### src/rtl/axi_resp_fifo.sv
// Single-clock show-ahead FIFO for AXI B/R response bundles, with occupancy count and almost-full.
// Define AXI_FIFO_ERR_FLAG_EN to add sticky overflow/underflow flags (err_ovf/err_udf ports).
module axi_resp_fifo #(
  parameter int DATA_W    = 6,
  parameter int DEPTH     = 4,
  parameter int AF_THRESH = DEPTH - 1
) (
  input  logic                     clk,
  input  logic                     rst_n,
  input  logic                     w_push,
  input  logic [DATA_W-1:0]        w_data,
  output logic                     w_full,
  output logic                     w_almost_full,
  input  logic                     r_pop,
  output logic [DATA_W-1:0]        r_data,
  output logic                     r_empty,
  output logic [$clog2(DEPTH):0]   count
`ifdef AXI_FIFO_ERR_FLAG_EN
  ,
  output logic                     err_ovf,
  output logic                     err_udf
`endif
);

  localparam int AW = $clog2(DEPTH);
  localparam logic [AW:0] PTR_ONE = (AW + 1)'(1);
  localparam logic [AW:0] AF_TH   = (AW + 1)'(AF_THRESH);

  logic [DATA_W-1:0] mem_q [DEPTH];
  logic [AW:0]       wp_q, wp_d;
  logic [AW:0]       rp_q, rp_d;
  logic [AW:0]       count_q, count_d;
  logic              write_en;
  logic              read_en;

  // Pointers carry one extra wrap bit so full and empty stay distinguishable.
  assign r_empty       = (wp_q == rp_q);
  assign w_full        = (wp_q[AW-1:0] == rp_q[AW-1:0]) && (wp_q[AW] != rp_q[AW]);
  assign w_almost_full = (count_q >= AF_TH);
  assign r_data        = mem_q[rp_q[AW-1:0]];
  assign count         = count_q;

  assign write_en = w_push && !w_full;
  assign read_en  = r_pop && !r_empty;

  always_comb begin
    wp_d    = wp_q;
    rp_d    = rp_q;
    count_d = count_q;
    if (write_en) begin
      wp_d = wp_q + PTR_ONE;
    end
    if (read_en) begin
      rp_d = rp_q + PTR_ONE;
    end
    if (write_en && !read_en) begin
      count_d = count_q + PTR_ONE;
    end else if (read_en && !write_en) begin
      count_d = count_q - PTR_ONE;
    end
  end

  always_ff @(posedge clk or negedge rst_n) begin
    if (!rst_n) begin
      wp_q    <= '0;
      rp_q    <= '0;
      count_q <= '0;
    end else begin
      wp_q    <= wp_d;
      rp_q    <= rp_d;
      count_q <= count_d;
    end
  end

  // Storage is cleared on reset so r_data reads zero while empty after reset.
  always_ff @(posedge clk or negedge rst_n) begin
    if (!rst_n) begin
      for (int i = 0; i < DEPTH; i++) begin
        mem_q[i] <= '0;
      end
    end else if (write_en) begin
      mem_q[wp_q[AW-1:0]] <= w_data;
    end
  end

`ifdef AXI_FIFO_ERR_FLAG_EN
  logic err_ovf_q, err_ovf_d;
  logic err_udf_q, err_udf_d;

  always_comb begin
    err_ovf_d = err_ovf_q | (w_push & w_full);
    err_udf_d = err_udf_q | (r_pop & r_empty);
  end

  always_ff @(posedge clk or negedge rst_n) begin
    if (!rst_n) begin
      err_ovf_q <= 1'b0;
      err_udf_q <= 1'b0;
    end else begin
      err_ovf_q <= err_ovf_d;
      err_udf_q <= err_udf_d;
    end
  end

  assign err_ovf = err_ovf_q;
  assign err_udf = err_udf_q;
`endif

endmodule
### config.mk
export PLATFORM = sky130hd
export DESIGN_NAME = axi_resp_fifo
export DESIGN_NICKNAME = d
export VERILOG_FILES = /design/src/rtl/axi_resp_fifo.sv
export SDC_FILE = /design/constraint.sdc
export NUM_CORES = 1
export LEC_CHECK = 0
export BUFFER_PORTS_ARGS = -buffer_cell sky130_fd_sc_hd__buf_2
export CORE_MARGIN = 2
export CORE_UTILIZATION = 50
export CTS_CLUSTER_DIAMETER = 200
export DETAILED_ROUTE_END_ITERATION = 6
export PLACE_DENSITY = 0.7
export SYNTH_ARGS = -nofsm -noshare
export SYNTH_HDL_FRONTEND = slang
export SYNTH_SLANG_ARGS = --single-unit
### constraint.sdc
create_clock -name clk -period 3 [get_ports clk]
set_input_delay 0.45 -clock clk [delete_from_list [all_inputs] [get_ports clk]]
set_output_delay 0.45 -clock clk [all_outputs]
set_load 0.02 [all_outputs]
# == Word-level counts from Yosys, hierarchy flattened ==
# Cells that the tools add are included.
# word_totals
mem_bits_rw,0
inputBits,10
n_memories,0
wordCells,39
mem_bits_ro,0
latchBits,0
reg_bits,33
# classes
mux,8
n_addsub,4
shift,0
n_lt_le_gt_ge,4
n_bitwise,2
reduce_logical,11
n_div,0
eq_ne,3
mul,0
# ops
op,count
$bwmux W24,1
$mux W6,3
$bmux W6 S2,1
$demux W6 S2,1
$add A3 B1 Y3 const B,3
$ge A3 B3 Y1 const B,2
$logic_and A1 B1 Y1,6
$mux W3,2
$not A2 Y3,2
$logic_not A1 Y1,4
$eq A3 B3 Y1,1
$ge A3 B2 Y1 const B,1
$lt A3 B1 Y1 const B,1
$sub A3 B1 Y3 const B,1
$eq A2 B2 Y1,1
$reduce_bool A2 Y1,1
$ne A1 B1 Y1,1

# == Logic depth before layout (Yosys ltp) ==
# logic_depth
depth_word,8
ltp_mapped,9
ltp_nobuf,8

# == Worst setup path before layout ==
# OpenSTA, ideal clock, no wires.
# synth_timing
kind,register to register
startpoint,reg rp_q[0]
endpoint,"reg count_q[2], in the netlist count[2]"
path_stages_with_launch,10
slack_ns,0.793
setup_ns,0.080
arrival_ns,2.128
period_less_slack_ns,2.207
t_required_ns,2.920
cell_sequence,dfrtp_1 -> buf_6 -> xnor2_4 -> a31o_2 -> ha_1 -> inv_1 -> fa_1 -> xor2_1 -> nor2_1 -> xor2_1
# synth_between
elab_chain_cells,7
# synth_rtl
item,line,text
start: declaration,31,"logic [AW:0] rp_q, rp_d;"
start signal: assignment,70,rp_q <= rp_d;
$eq A2 B2 Y1,38,assign w_full = (wp_q[AW-1:0] == rp_q[AW-1:0]) && (wp_q[AW] != rp_q[AW]);
$logic_and A1 B1 Y1,38,
$logic_not A1 Y1,43,assign write_en = w_push && !w_full;
$logic_and A1 B1 Y1,43,
$logic_not A1 Y1,58,end else if (read_en && !write_en) begin
$logic_and A1 B1 Y1,58,
$reduce_bool A2 Y1 (no source line),-,
end signal: assignment,71,count_q <= count_d;
end: declaration,32,"logic [AW:0] count_q, count_d;"
# Several ways; a longest one is shown, not always the timed one.
# A chain may end at the register's enable or synchronous reset.

# == Final worst setup path ==
# layout_timing
startpoint,reg rp_q[1]
endpoint,"reg count_q[2], in the netlist count[2]"
# layout_between
elab_chain_cells,7
# layout_rtl
item,line,text
$eq A2 B2 Y1 *,38,
$logic_and A1 B1 Y1 *,38,
$logic_not A1 Y1 *,43,
$logic_and A1 B1 Y1 *,43,
net write_en,33,logic write_en;
$logic_not A1 Y1,58,
$logic_and A1 B1 Y1,58,
$reduce_bool A2 Y1 (no source line),-,
# The timed path passes the listed nets; every way through them passes the cells marked *.

==> impl_metrics.yaml <==
logic_synthesis:
  syn-num-nets: 127
  muxShareOfSynthArea: 0.251
  seq_area_frac_synth: 0.480
  synth-simple-area-share: 0.0298
  synth_edf_count: 0
  syn_inst: 110
  synth_area_mm2: 0.00172
  synth_xor_area_frac: 0.0836
  synth_top_cell_by_area: "dfrtp_1"
  ys_ff_latch: 33
  netlist_top_cells_count: "dfrtp_1 (33), mux2_2 (23), ha_1 (6), mux4_2 (6)"
  synth_area_per_cell_um2: 15.6
  synth_ff_type: "dfrtp_1"
  yosysTopAreaCellShare: 0.480
  synth.distinct_cells: 26
  synth_area_leaders: "dfrtp_1 (48%), mux2_2 (15%), mux4_2 (7.9%), a31oi_4 (4.9%), ha_1 (4.4%)"
  synth_fa_ha_area_frac: 0.0553
  async_reset_ff_frac: 1.00
  synth_top_family_by_area: "multiplexers"
  ys_warn_count: 0
  synth_compound_area_frac: 0.0749
  yosysMostFrequentCell: "dfrtp_1"
cts:
  cts_resized: 0
  cts-root-buf: "clkbuf_4"
  clk_latency_ns: 0.34
  postCtsSetupBuffers: 0
  cts_tree: "built"
  htreeDepth: 2
  cts-buffers-inserted: 5
  ctsHoldBuffers: 0
  path_clk_slew_ns: 0.10
  clock-sinks: 33
  clockBufferDepth: 2
critical_path:
  path_delay_family: "flip-flops"
  crit_chain: "xnor2_4 -> a31oi_1 -> ha_1 -> inv_1 -> fa_1 -> xor2_1 -> nor2_1 -> xor2_1"
  slowest_delay_ns: 0.68
  criticalPathCategory: "reg2reg"
  r2r_setup_slack_ns: 0.57
  rr_worst_depth: 8
  cp.arrival_ns: 2.69
  path_depth: 8
  startpoint: "rp_q[1]$_DFFE_PN0P_"
  worstPathMaxFanout: 10
  required_ns: 3.26
  start_kind: "register"
  critPathCapture: "count[2]$_DFFE_PN0P_"
  crit_top_cell: "xor2_1"
  crit_path_end_kind: "register"
  cp_num_buf_inv: 1
  slowest_stage: "dfrtp_1"
  r2r-end: "count[2]$_DFFE_PN0P_"
  reg2reg_from: "rp_q[1]$_DFFE_PN0P_"
timing:
  tns_ns: 0
  maxSlewHeadroom: 0.521
  finalHoldViolations: 0
  finalCriticalPeriod_ns: 2.43
  finalSetupViolCount: 0
  rsz0062_at_grt: "no"
  hold_slack_ns: 0.162
  maxSlewViolCount: 0
  tightest_slew_ns: 0.719
  layout_worst_path_cycle_share: 0.811
  fin_worst_skew_ns: 0.00753
  fmax_ghz: 0.411
detailed_routing:
  drc: 0
  via_per_inst: 5.24
  drt_iter0_markers: 34
  drtAntennaViolNets: 0
  wire_per_inst_um: 14.8
  dr.pass1.iters: 2
  dr_total_vias: 965
  totalWireLength_um: 2730
finish:
  n_fill_cell: 281
  drive_gt1_frac: 0.500
  fin_cells: 184
  area_delta_synth_final_pct: 13.4
  antenna_cells: 0
  final_nets: 154
  finalInstanceArea_mm2: 0.00195
floorplan:
  die_h_um: 62.7
  rows: 21
  ios: 22
  initial_utilization: 0.520
  dieArea_mm2: 0.00393
  die_width_um: 62.7
  core_mm2: 0.00331
power_and_ir_drop:
  ir_worst_vdd_uv: 660
  power_density_mw_per_mm2: 1330
  p_leak_nw: 0.846
global_route:
  grt_pass1_vias: 1042
  grt-ovfl-total: 0
  grt.total_usage: 0.166
  grt_pass1_wl_um: 4920
  grt_max_degree: 34
  antenna_found_initial: 0
placed_design:
  routabilityCongestion: 0.754
  dp_hpwl_um: 1930
  place_area_mm2: 0.00187
  dp_cells: 176
  port_buffers: 21
run_status:
  status: "completed"
run:
  maxCapViolCount: 0
worst_hold_path:
  hp-class: "in2async"
sequential cells by signal (all words and copies together) (netlist names):
register  count
mem_q        24
rp_q          3
wp_q          3
count         3
per-layer routing:
metal / up-vias / share of wire / global-route usage / wire length [um]
li1: 450 / - / - / -
met1: 490 / 0.47 / 0.210 / 1270
met2: 18 / 0.48 / 0.263 / 1310
met3: 7 / 0.033 / 0.0414 / 91
met4: 0 / 0.019 / 0.0917 / 53
met5: - / 0 / 0 / 0
area by class of cell:
class,instances,area [um2],share of cell area
sequential,33,826,0.423
clock inverter,1,30.0,0.0154
tap,46,57.6,0.0295
clock buffer,7,55.1,0.0282
multi-input combinational,70,851,0.436
timing repair buffer,22,113,0.0577
inverter,5,18.8,0.00962
how the worst min path moves through the flow:
stage,from,endpoint,cells after the start
finish,rst_n,mem_q[23]$_DFFE_PN0P_,1
global route,rst_n,mem_q[23]$_DFFE_PN0P_,1
floorplan,rst_n,count[0]$_DFFE_PN0P_,0
global placement,mem_q[11]$_DFFE_PN0P_,mem_q[11]$_DFFE_PN0P_,1
detailed placement,mem_q[17]$_DFFE_PN0P_,mem_q[17]$_DFFE_PN0P_,1
CTS,rst_n,mem_q[14]$_DFFE_PN0P_,1
per-stage QoR:
stage	utilization	worst slack (ns)	total power [mW]
final	0.589	0.568	2.60
after global routing	0.589	0.385	2.80
after CTS	0.589	0.546	2.64
after detailed placement	0.563	0.566	2.28
after global placement	0.563	0.602	2.24
after floorplan	-	0.793	1.99
cell usage in the layout (no fill, tap or decap), types with 2 or more instances in the layout:
cell type / count
buf_2: 21
xor2_1: 3
mux2_2: 23
clkbuf_4: 5
mux2_1: 2
inv_1: 5
dfrtp_1: 33
a31oi_4: 4
xnor2_1: 4
nand2_1: 5
mux4_2: 6
nor2_1: 2
xnor2_4: 2
a31oi_1: 2
ha_1: 6
power by group:
group / internal [mW] / leakage, nW / total [mW] / switching (mW)
Sequential: 0.679 / 0.390 / 0.885 / 0.205
Clock: 0.199 / 0.0455 / 0.348 / 0.149
Combinational: 0.681 / 0.410 / 1.37 / 0.686
kinds of logic (layout without fill, tap and decap cells):
group,after synthesis,after routing
buffers and inverters,7,35
AO/OA/AOI/OAI,10,10
XOR/XNOR,10,10
flip-flops,33,33
adder cells (fa/ha/maj),7,7
multiplexers,32,32
AND/OR/NAND/NOR,11,11
Note: power is estimated with default switching activity, not from simulation.
